### src/rtl/spi_flash_target_pkg.sv
// Shared definitions for the SPI flash responder: opcodes, status bit
// positions, FSM state encoding and the JEDEC identification bytes.
package spi_flash_target_pkg;

  localparam logic [23:0] JEDEC_ID = 24'hEF4017;

  localparam logic [7:0] OP_WRSR      = 8'h01;
  localparam logic [7:0] OP_PP        = 8'h02;
  localparam logic [7:0] OP_READ      = 8'h03;
  localparam logic [7:0] OP_WRDI      = 8'h04;
  localparam logic [7:0] OP_RDSR      = 8'h05;
  localparam logic [7:0] OP_WREN      = 8'h06;
  localparam logic [7:0] OP_FAST_READ = 8'h0B;
  localparam logic [7:0] OP_RDID      = 8'h9F;
  localparam logic [7:0] OP_BE        = 8'hC7;
  localparam logic [7:0] OP_SE        = 8'hD8;

  localparam int STAT_WIP = 0;
  localparam int STAT_WEL = 1;

  typedef enum logic [2:0] {
    ST_IDLE,
    ST_OPCODE,
    ST_ADDR,
    ST_DUMMY,
    ST_DATA_IN,
    ST_DATA_OUT,
    ST_IGNORE
  } state_t;

  // RDID byte sequence: manufacturer, type, capacity, then zeros.
  function automatic logic [7:0] id_byte(input logic [1:0] idx);
    logic [7:0] b;
    case (idx)
      2'd0:    b = JEDEC_ID[23:16];
      2'd1:    b = JEDEC_ID[15:8];
      2'd2:    b = JEDEC_ID[7:0];
      default: b = 8'h00;
    endcase
    return b;
  endfunction

endpackage

### src/rtl/spi_flash_target_if.sv
// Pin and backing-store bundle of the SPI flash responder. The slave modport
// is the responder's view; master is the SPI host / memory side.
interface spi_flash_target_if;
  logic        spi_cs;
  logic        spi_dclk;
  logic        spi_mosi;
  logic        spi_miso;
  logic [23:0] mem_addr;
  logic        mem_rd_req;
  logic [7:0]  mem_rd_data;
  logic        mem_wr_en;
  logic [7:0]  mem_wr_data;
  logic        erase_sector;
  logic        erase_chip;
  logic        busy;
  logic [7:0]  status;

  modport slave (
    input  spi_cs, spi_dclk, spi_mosi, mem_rd_data, busy,
    output spi_miso, mem_addr, mem_rd_req, mem_wr_en, mem_wr_data,
           erase_sector, erase_chip, status
  );

  modport master (
    output spi_cs, spi_dclk, spi_mosi, mem_rd_data, busy,
    input  spi_miso, mem_addr, mem_rd_req, mem_wr_en, mem_wr_data,
           erase_sector, erase_chip, status
  );
endinterface

### src/rtl/spi_flash_target_sync.sv
// Brings the asynchronous SPI pins into the clk domain and produces
// single-cycle edge pulses. Levels and pulses are aligned: both appear
// three clocks after the pin edge.
module spi_flash_target_sync (
  input  logic clk,
  input  logic rst_n,
  input  logic cs,
  input  logic dclk,
  input  logic mosi,
  output logic cs_level,
  output logic cs_rise,
  output logic cs_fall,
  output logic dclk_rise,
  output logic dclk_fall,
  output logic mosi_level
);

  // [0],[1] are the metastability pair, [2] is the delayed copy for edges.
  logic [2:0] cs_sh;
  logic [2:0] dclk_sh;
  logic [2:0] mosi_sh;

  // Synchronizer chains and registered edge pulses.
  always_ff @(posedge clk) begin
    if (!rst_n) begin
      cs_sh     <= 3'b111;
      dclk_sh   <= 3'b000;
      mosi_sh   <= 3'b000;
      cs_rise   <= 1'b0;
      cs_fall   <= 1'b0;
      dclk_rise <= 1'b0;
      dclk_fall <= 1'b0;
    end else begin
      cs_sh     <= {cs_sh[1:0], cs};
      dclk_sh   <= {dclk_sh[1:0], dclk};
      mosi_sh   <= {mosi_sh[1:0], mosi};
      cs_rise   <= cs_sh[1] & ~cs_sh[2];
      cs_fall   <= ~cs_sh[1] & cs_sh[2];
      dclk_rise <= dclk_sh[1] & ~dclk_sh[2];
      dclk_fall <= ~dclk_sh[1] & dclk_sh[2];
    end
  end

  assign cs_level   = cs_sh[2];
  assign mosi_level = mosi_sh[2];

endmodule

### src/rtl/spi_flash_target.sv
// SPI mode-0 flash responder: decodes the flash command set from oversampled
// pins, drives MISO, talks to a byte-wide backing store and keeps BP/WEL.
module spi_flash_target
  import spi_flash_target_pkg::*;
(
  input  logic              clk,
  input  logic              rst_n,
  spi_flash_target_if.slave bus
);

  logic cs_level, cs_rise, cs_fall, dclk_rise, dclk_fall, mosi;

  spi_flash_target_sync u_sync (
    .clk        (clk),
    .rst_n      (rst_n),
    .cs         (bus.spi_cs),
    .dclk       (bus.spi_dclk),
    .mosi       (bus.spi_mosi),
    .cs_level   (cs_level),
    .cs_rise    (cs_rise),
    .cs_fall    (cs_fall),
    .dclk_rise  (dclk_rise),
    .dclk_fall  (dclk_fall),
    .mosi_level (mosi)
  );

  state_t      state;
  logic [2:0]  bit_cnt;
  logic [1:0]  addr_byte;
  logic [2:0]  byte_total;   // whole bytes this frame, saturating
  logic [7:0]  cmd;
  logic        cmd_valid;    // opcode decoded and not refused for busy
  logic        accepted;     // PP/WRSR actually allowed to modify state
  logic [6:0]  shift_in;
  logic [7:0]  shift_out;
  logic [1:0]  id_idx;
  logic        load_pending;
  logic [5:0]  bp;
  logic        wel;
  logic        miso;
  logic        rd_req;
  logic        wr_en;
  logic        erase_sector;
  logic        erase_chip;
  logic [23:0] addr;
  logic [7:0]  wr_data;
  logic [7:0]  status;
  logic [7:0]  status_next;
  logic [7:0]  rx_byte;

  assign rx_byte = {shift_in, mosi};

  // Status image: block-protect bits, write-enable latch, live busy flag.
  always_comb begin
    status_next           = {bp, 2'b00};
    status_next[STAT_WEL] = wel;
    status_next[STAT_WIP] = bus.busy;
  end

  // Command FSM, shifters, address/status registers and output strobes.
  always_ff @(posedge clk) begin
    if (!rst_n) begin
      state        <= ST_IDLE;
      bit_cnt      <= 3'd0;
      addr_byte    <= 2'd0;
      byte_total   <= 3'd0;
      cmd          <= 8'h00;
      cmd_valid    <= 1'b0;
      accepted     <= 1'b0;
      shift_in     <= 7'd0;
      shift_out    <= 8'h00;
      id_idx       <= 2'd0;
      load_pending <= 1'b0;
      bp           <= 6'd0;
      wel          <= 1'b0;
      miso         <= 1'b0;
      rd_req       <= 1'b0;
      wr_en        <= 1'b0;
      erase_sector <= 1'b0;
      erase_chip   <= 1'b0;
      addr         <= 24'd0;
      wr_data      <= 8'h00;
      status       <= 8'h00;
    end else begin
      rd_req       <= 1'b0;
      wr_en        <= 1'b0;
      erase_sector <= 1'b0;
      erase_chip   <= 1'b0;
      status       <= status_next;
      // Backing store answers one clock after the request.
      load_pending <= rd_req;
      if (load_pending) shift_out <= bus.mem_rd_data;
      // Page-program address advances after the write strobe, inside the page.
      if (wr_en) addr[7:0] <= addr[7:0] + 8'd1;

      if (cs_level) begin
        state <= ST_IDLE;
        miso  <= 1'b0;
        if (cs_rise && cmd_valid) begin
          case (cmd)
            OP_WREN: wel <= 1'b1;
            OP_WRDI: wel <= 1'b0;
            OP_SE: begin
              if (wel && byte_total == 3'd4 && bit_cnt == 3'd0) begin
                erase_sector <= 1'b1;
                wel          <= 1'b0;
              end
            end
            OP_BE: begin
              if (wel && byte_total == 3'd1 && bit_cnt == 3'd0) begin
                erase_chip <= 1'b1;
                wel        <= 1'b0;
              end
            end
            OP_PP, OP_WRSR: if (accepted) wel <= 1'b0;
            default: ;
          endcase
          cmd_valid <= 1'b0;
        end
      end else if (state == ST_IDLE) begin
        if (cs_fall) begin
          state      <= ST_OPCODE;
          bit_cnt    <= 3'd0;
          byte_total <= 3'd0;
          addr_byte  <= 2'd0;
          cmd_valid  <= 1'b0;
          accepted   <= 1'b0;
          cmd        <= 8'h00;
        end
      end else begin
        if (dclk_fall && state == ST_DATA_OUT) begin
          miso      <= shift_out[7];
          shift_out <= {shift_out[6:0], 1'b0};
        end
        if (dclk_rise) begin
          shift_in <= rx_byte[6:0];
          bit_cnt  <= bit_cnt + 3'd1;
          if (state == ST_ADDR) addr <= {addr[22:0], mosi};
          if (bit_cnt == 3'd7) begin
            if (byte_total != 3'd7) byte_total <= byte_total + 3'd1;
            case (state)
              ST_OPCODE: begin
                cmd <= rx_byte;
                if (bus.busy && rx_byte != OP_RDSR) begin
                  state     <= ST_IGNORE;
                  cmd_valid <= 1'b0;
                end else begin
                  cmd_valid <= 1'b1;
                  case (rx_byte)
                    OP_WREN, OP_WRDI, OP_BE: state <= ST_IGNORE;
                    OP_RDSR: begin
                      state     <= ST_DATA_OUT;
                      shift_out <= status;
                    end
                    OP_RDID: begin
                      state     <= ST_DATA_OUT;
                      shift_out <= id_byte(2'd0);
                      id_idx    <= 2'd1;
                    end
                    OP_WRSR: state <= ST_DATA_IN;
                    OP_READ, OP_FAST_READ, OP_SE: state <= ST_ADDR;
                    OP_PP: begin
                      state    <= ST_ADDR;
                      accepted <= wel;
                    end
                    default: begin
                      state     <= ST_IGNORE;
                      cmd_valid <= 1'b0;
                    end
                  endcase
                end
              end
              ST_ADDR: begin
                addr_byte <= addr_byte + 2'd1;
                if (addr_byte == 2'd2) begin
                  case (cmd)
                    OP_READ: begin
                      state  <= ST_DATA_OUT;
                      rd_req <= 1'b1;
                    end
                    OP_FAST_READ: state <= ST_DUMMY;
                    OP_PP:        state <= ST_DATA_IN;
                    default:      state <= ST_IGNORE;
                  endcase
                end
              end
              ST_DUMMY: begin
                state  <= ST_DATA_OUT;
                rd_req <= 1'b1;
              end
              ST_DATA_IN: begin
                if (cmd == OP_PP) begin
                  if (accepted) begin
                    wr_en   <= 1'b1;
                    wr_data <= rx_byte;
                  end
                end else if (byte_total == 3'd1 && wel) begin
                  bp       <= rx_byte[7:2];
                  accepted <= 1'b1;
                end
              end
              ST_DATA_OUT: begin
                case (cmd)
                  OP_RDSR: shift_out <= status;
                  OP_RDID: begin
                    shift_out <= id_byte(id_idx);
                    if (id_idx != 2'd3) id_idx <= id_idx + 2'd1;
                  end
                  default: begin
                    addr   <= addr + 24'd1;
                    rd_req <= 1'b1;
                  end
                endcase
              end
              default: ;
            endcase
          end
        end
      end
    end
  end

  assign bus.spi_miso     = miso;
  assign bus.mem_addr     = addr;
  assign bus.mem_rd_req   = rd_req;
  assign bus.mem_wr_en    = wr_en;
  assign bus.mem_wr_data  = wr_data;
  assign bus.erase_sector = erase_sector;
  assign bus.erase_chip   = erase_chip;
  assign bus.status       = status;

endmodule
### src/flat_wrapper.sv
// flat-port wrapper written by rule: the top's interface ports become plain ports
module spi_flash_target_flat import spi_flash_target_pkg::*;
  (clk, rst_n, bus_spi_cs, bus_spi_dclk, bus_spi_mosi, bus_mem_rd_data, bus_busy, bus_spi_miso, bus_mem_addr, bus_mem_rd_req, bus_mem_wr_en, bus_mem_wr_data, bus_erase_sector, bus_erase_chip, bus_status);
  spi_flash_target_if bus_i ();
  input  logic clk;
  input  logic rst_n;
  input wire logic [$bits(bus_i.spi_cs)-1:0] bus_spi_cs;
  input wire logic [$bits(bus_i.spi_dclk)-1:0] bus_spi_dclk;
  input wire logic [$bits(bus_i.spi_mosi)-1:0] bus_spi_mosi;
  input wire logic [$bits(bus_i.mem_rd_data)-1:0] bus_mem_rd_data;
  input wire logic [$bits(bus_i.busy)-1:0] bus_busy;
  output wire logic [$bits(bus_i.spi_miso)-1:0] bus_spi_miso;
  output wire logic [$bits(bus_i.mem_addr)-1:0] bus_mem_addr;
  output wire logic [$bits(bus_i.mem_rd_req)-1:0] bus_mem_rd_req;
  output wire logic [$bits(bus_i.mem_wr_en)-1:0] bus_mem_wr_en;
  output wire logic [$bits(bus_i.mem_wr_data)-1:0] bus_mem_wr_data;
  output wire logic [$bits(bus_i.erase_sector)-1:0] bus_erase_sector;
  output wire logic [$bits(bus_i.erase_chip)-1:0] bus_erase_chip;
  output wire logic [$bits(bus_i.status)-1:0] bus_status;
  assign bus_i.spi_cs = bus_spi_cs;
  assign bus_i.spi_dclk = bus_spi_dclk;
  assign bus_i.spi_mosi = bus_spi_mosi;
  assign bus_i.mem_rd_data = bus_mem_rd_data;
  assign bus_i.busy = bus_busy;
  assign bus_spi_miso = bus_i.spi_miso;
  assign bus_mem_addr = bus_i.mem_addr;
  assign bus_mem_rd_req = bus_i.mem_rd_req;
  assign bus_mem_wr_en = bus_i.mem_wr_en;
  assign bus_mem_wr_data = bus_i.mem_wr_data;
  assign bus_erase_sector = bus_i.erase_sector;
  assign bus_erase_chip = bus_i.erase_chip;
  assign bus_status = bus_i.status;
  spi_flash_target u_core (.clk(clk), .rst_n(rst_n), .bus(bus_i));
endmodule
### config.mk
export PLATFORM = sky130hd
export DESIGN_NAME = spi_flash_target_flat
export DESIGN_NICKNAME = d
export VERILOG_FILES = /design/src/rtl/spi_flash_target_pkg.sv /design/src/rtl/spi_flash_target_if.sv /design/src/rtl/spi_flash_target_sync.sv /design/src/rtl/spi_flash_target.sv /design/src/flat_wrapper.sv
export SDC_FILE = /design/constraint.sdc
export NUM_CORES = 1
export LEC_CHECK = 0
export ABC_AREA = 1
export CAP_MARGIN = 20
export CORE_ASPECT_RATIO = 1.4
export CORE_UTILIZATION = 53
export CTS_CLUSTER_DIAMETER = 120
export DETAILED_ROUTE_END_ITERATION = 6
export GPL_TIMING_DRIVEN = 0
export PLACE_DENSITY = 0.77
export SETUP_SLACK_MARGIN = 0.15
export SYNTH_ARGS = -nofsm -noshare
export SYNTH_HDL_FRONTEND = slang
export SYNTH_SLANG_ARGS = --single-unit
### constraint.sdc
create_clock -name clk -period 1.9 [get_ports clk]
set_input_delay 0.38 -clock clk [delete_from_list [all_inputs] [get_ports clk]]
set_output_delay 0.38 -clock clk [all_outputs]
set_load 0.01 [all_outputs]
### Word level (Yosys, flattened, before mapping)

Cells that the tools add are included.

* memories kept: 0
* input bits: 14
* logic and storage cells: 221
* output and inout bits: 45
* register bits after elaboration: 104
* bits in writable memories: 0
* bits in read-only memories: 0
* latch bits: 0

* shifts and indexed selects: 0
* eq/ne operators: 49
* bitwise gates (word level): 14
* add/sub/neg operators: 6
* multipliers: 0
* magnitude comparators: 0
* mux-type cells: 78
* reductions and logical operators: 45
* divide/modulo/power cells: 0

Operators by type and width (count)
* two-way mux 8 bit: 16
* two-way mux 24 bit: 4
* equality test 8 x 3 -> 1 bit (second input constant): 6
* equality test 8 bit (second input constant): 6
* one-hot mux 8 bit (2 select lines): 3
* two-way mux 3 bit: 13
* equality test 8 x 2 -> 1 bit (second input constant): 4
* one-hot mux 3 bit (3 select lines): 3
* two-way mux 1 bit: 25
* AND reduction 5 bit: 5
* adder 24 x 1 -> 24 bit (second input constant): 1
* one-hot mux 8 bit (3 select lines): 1
* two-way mux 2 bit: 9
* AND reduction 9 bit: 2
* equality test 8 x 1 -> 1 bit (second input constant): 2
* equality test 8 x 4 -> 1 bit (second input constant): 2
* AND reduction 7 bit: 2
* equality test 3 bit (second input constant): 4
* nonzero test 2 bit: 6
* nonzero test 3 bit: 4
* inequality test 2 x 1 -> 1 bit (second input constant): 5
* inequality test 2 bit (second input constant): 5
* inverter 1 bit: 10
* OR reduction 10 bit: 1
* other kinds (29): 53

### Depth between registers and ports, before layout

* depth after elaboration: 10
* gate-level depth with buffers: 16
* depth with buffers taken out: 16

### Cells and area by module

From an unflattened synthesis, not the netlist that was laid out.

* cell total of the unflattened synthesis: 969
* area, all modules: 6437.4 um2

Modules (own cells, without submodules)
* spi_flash_target: area an instance 6068.3 um2, cells each 931, instances 1
* spi_flash_target_sync: area an instance 369.1 um2, cells each 38, instances 1

### Worst setup path after synthesis

No wires, ideal clock.

* path type: register to register
* start: reg u_core.addr[0] (netlist: u_core.bus.mem_addr[0])
* end: reg u_core.addr[16] (netlist: u_core.bus.mem_addr[16])
* required time: 1.772 ns
* data arrival time: 1.744 ns
* path slack: 0.029 ns
* stages on the path, launching flop included: 11
* library setup time: 0.128 ns
* cells stage by stage: dfxtp_1 -> ha_1 -> nand3_1 -> nor3_1 -> nand2_1 -> nor2_2 -> nand2_1 -> o21ai_1 -> nand3_1 -> a22oi_1 -> nor2_1

* word-level cells in the longest chain between the ends: 4

RTL lines
* start, declared: line spi_flash_target.sv:45 `logic [23:0] addr;`
* start signal, assigned: line spi_flash_target.sv:94 `if (wr_en) addr[7:0] <= addr[7:0] + 8'd1;`
* start signal, assigned: line spi_flash_target.sv:138 `if (state == ST_ADDR) addr <= {addr[22:0], mosi};`
* start signal, assigned: line spi_flash_target.sv:210 `addr <= addr + 24'd1;`
* adder 24 x 1 -> 24 bit: line spi_flash_target.sv:210
* two-way mux 24 bit: line spi_flash_target.sv:203 `case (cmd)`
* two-way mux 24 bit: line spi_flash_target.sv:141 `case (state)`
* two-way mux 24 bit: line spi_flash_target.sv:139 `if (bit_cnt == 3'd7) begin`

Every way passes these cells.
A chain may end at the register's enable or synchronous reset.

### Worst setup path after layout

* start: reg u_core.addr[6] (netlist: u_core.bus.mem_addr[6])
* end: reg u_core.addr[7] (netlist: u_core.bus.mem_addr[7])

* word-level cells in the longest chain between the ends: 9

RTL lines
* adder 8 x 1 -> 8 bit: line spi_flash_target.sv:94
* two-way mux 8 bit: line spi_flash_target.sv:94
* two-way mux 24 bit: line spi_flash_target.sv:138
* two-way mux 24 bit: line spi_flash_target.sv:203
* two-way mux 24 bit: line spi_flash_target.sv:141
* two-way mux 24 bit: line spi_flash_target.sv:139
* two-way mux 8 bit: line spi_flash_target.sv:135 `if (dclk_rise) begin`
* two-way mux 8 bit: line spi_flash_target.sv:120 `end else if (state == ST_IDLE) begin`
* two-way mux 8 bit *: line spi_flash_target.sv:96 `if (cs_level) begin`

Mark *: on every way between the ends. The rest lies on a longest branch, timed or not.

==> run summary <==
Reg2reg path depth -> 8
Slew Viols, Final -> 0
Ant diodes -> 0
Mean Syn Cell Area -> 6.513 um2
Crit. End Element -> register
Hold WC Path Type -> register to register
Reg2Reg Launch Point -> u_core.bus.mem_addr[6]
Starting Density -> 0.5511
Root Driver -> clkbuf_16
Hold_ws -> 0.4132 ns
Fin. Hold Viols -> 0
Vias per cell -> 6.073
Syn-to-layout area delta -> 43.18%
Post-synthesis sequential area ratio -> 0.3282
Core footprint -> 11510 um2
Post-synth EDFFs -> 0
P_leak -> 3.895 nW
Cell Pwr Density -> 478.6 nW/um2
Post-route DRC violation count -> 0
Peak Freq -> 533.3 MHz
Layout cells sized above 1 -> 0.3131
Maximum vdd drop -> 0.0004348 V
Async set or reset register ratio after synthesis -> 0
Critical Path AT -> 2.14 ns
Die Ht -> 131.4 um
Pre-antenna DRT Iters -> 5
Avg WL per Cell -> 19.52 um
Initial antenna violation count -> 0
CTS sink count -> 104
Largest net degree at the start of global routing -> 19
Reg2reg end -> u_core.bus.mem_addr[7]
CP Class -> register to register
Required time of the critical path -> 2.16 ns
Crit share post-route -> 0.9869
Max Cap Violations -> 0
CTS tree -> built
Worst Setup EP -> u_core.bus.mem_addr[7]
Post-DRT Antenna Nets -> 0
Die area -> 12420 um2
Rows -> 46
Top_reg_cell synth -> dfxtp_1
Final setup viols -> 0
Yosys top cell by area -> dfxtp_1
Most common cell in the netlist -> nand2_1
Yosys top cell area share -> 0.3282
Slew @ Worst Pin -> 0.8441 ns
Top Ports -> 59
Top cells by area, synth -> dfxtp_1 33%, nand2_1 16%, inv_1 6.4%, a21oi_1 5.6%, nand3_1 5.0%
Vias in the first global route -> 6619
Dpl hpwl -> 14.32 mm
Fin nets -> 1157
Worst Setup SP -> u_core.bus.mem_addr[6]
Die W -> 94.46 um
Post-route minimum period -> 1.875 ns
Library cells used by synthesis -> 47
Global route total overflow -> 0
CTS buffer count -> 9
Synth warn -> 0
Clock buffer depth -> 2
Clock slew at reported path FFs -> 0.07 ns
Vias -> 7761
Final worst slack -> 0.02482 ns
H-tree levels -> 3
Worst setup SP type -> register
Syn_nets -> 1002
Crit Path Max Fanout -> 6
Gr usage total -> 0.3447
Reg2reg setup slack -> 0.02 ns
Synth Register Bits -> 104
Final WL -> 24.94 mm
PortBufs -> 57
Status -> complete, no violations
Mapped Area -> 6344 um2
Rel. slew slack -> 0.4373
Gp weighted congestion -> 0.9860
Top cell types by occurrence after synthesis -> 268 x nand2_1, 109 x inv_1, 104 x dfxtp_1
First-pass GRT wire length -> 33.08 mm
Clock Latency Late Sink -> 0.36 ns
Post-Syn Instances -> 974
Unrepaired setup endpoints after global routing -> yes
Clock skew -> 0.007764 ns
Iter 0 DRT Violations -> 762
Fillers -> 749
Place WS -> -0.1920 ns
-- metal layers --
layer / vias up / GRT usage / part of all wire
met1: 3513 / 0.3906 / 0.34
met4: 0 / 0.2079 / 0.091
met3: 210 / 0.06655 / 0.093
met5: - / 0 / 0
met2: 540 / 0.5841 / 0.48
li1: 3498 / - / -
-- area by class of cell --
type                       instances  area (um2)  area share
timing repair inverter             1       3.754   0.0004133
inverter                         119       511.7     0.05634
multi-input combinational        720        4238      0.4666
tap                              144       180.2     0.01984
timing repair buffer             141        1368      0.1506
buffer                            33       277.8     0.03058
clock buffer                      11       252.7     0.02783
clock inverter                     5       70.07    0.007715
sequential                       104        2181      0.2401
-- logic make-up after synthesis --
kind of cell	share of synthesized area
compound gates	0.1704
xor+xnor	0.01243
fa+ha+maj	0.02761
simple gates	0.3572
buf+inv	0.1041
flops	0.3282
-- state kept, by name, summed over array words and instances, names as in the netlist, 2 cells and up --
name / flops
u_core.shift_out: 8
u_core.u_sync.cs_sh: 3
u_core.byte_total: 3
u_core.u_sync.mosi_sh: 3
u_core.bus.status: 8
u_core.cmd: 8
u_core.bit_cnt: 3
u_core.addr_byte: 2
u_core.shift_in: 7
u_core.bp: 6
u_core.id_idx: 2
u_core.bus.mem_wr_data: 8
u_core.state: 3
u_core.bus.mem_addr: 24
u_core.u_sync.dclk_sh: 3
-- per-stage QoR --
| stage | util | std cells | TNS [ns] | instance area (um2) | power [W] |
|---|---|---|---|---|---|
| final | 0.7890 | 1278 | 0 | 9082 | 0.004347 |
| after floorplan | - | 974 | 0 | 6350 | 0.002299 |
| after detailed placement | 0.6168 | 1175 | -1.676 | 7101 | 0.002358 |
| after CTS | 0.6878 | 1217 | 0 | 7918 | 0.004331 |
| after global routing | 0.7890 | 1278 | -0.3619 | 9082 | 0.004460 |
| after global placement | 0.6168 | 1175 | -1.151 | 7101 | 0.002357 |
-- what timing repair did --
item,4_1_cts,5_1_grt
hold buffers,0,0
cloned,3,5
pin swaps,20,70
gates resized for setup,93,210
endpoints found under the setup margin,86,89
buffers inserted,23,57
-- critical path: stages, from the launching register on --
cell and delay, ns:
dfxtp_2 0.40, nand2_1 0.14, nor2_2 0.24, nand2_1 0.15, xor2_1 0.22, a21oi_1 0.14, o21ai_0 0.19, o21ai_0 0.10
a21oi_1 0.20
-- how the worst min path moves through the flow --
stage                             start                       end  slack [ns]  cells after the start
3_3_place_gp   u_core.u_sync.mosi_sh[1]  u_core.u_sync.mosi_sh[2]        0.39                      2
2_1_floorplan  u_core.u_sync.dclk_sh[1]   u_core.u_sync.dclk_fall        0.39                      1
3_5_place_dp     u_core.u_sync.cs_sh[0]    u_core.u_sync.cs_sh[1]        0.40                      1
6_report       u_core.u_sync.mosi_sh[1]  u_core.u_sync.mosi_sh[2]        0.41                      2
5_1_grt          u_core.u_sync.cs_sh[0]    u_core.u_sync.cs_sh[1]        0.44                      1
4_1_cts                           rst_n   u_core.bus.erase_sector        0.41                      3
-- placed cells by master (no fill, tap or decap), drive strengths merged --
master and instances:
clkbuf 26, a211oi 7, dfxtp 104, nor2 93, bufinv 1, a21oi 74, xor2 8, inv 121
nand2 293, clkdlybuf4s50 55, a221oi 1, a31oi 6, o211ai 11, o31ai 1, or2 15, o21bai 1
nand3b 1, o2111ai 1, o21a 2, o221ai 1, a22oi 9, buf 102, nand4 10, nor4 5
o21ai 78, xnor2 1, o32ai 1, nor3 20, dlymetal6s2s 2, clkinv 3, ha 14, nand3 67
-- report_power, final --
part,switching (W),total [W],internal (W)
registers,0.00000618,0.00217,0.00216
clock network,0.000915,0.00204,0.00112
logic,0.0000907,0.000140,0.0000494
Power figures use the tool's default switching activity.
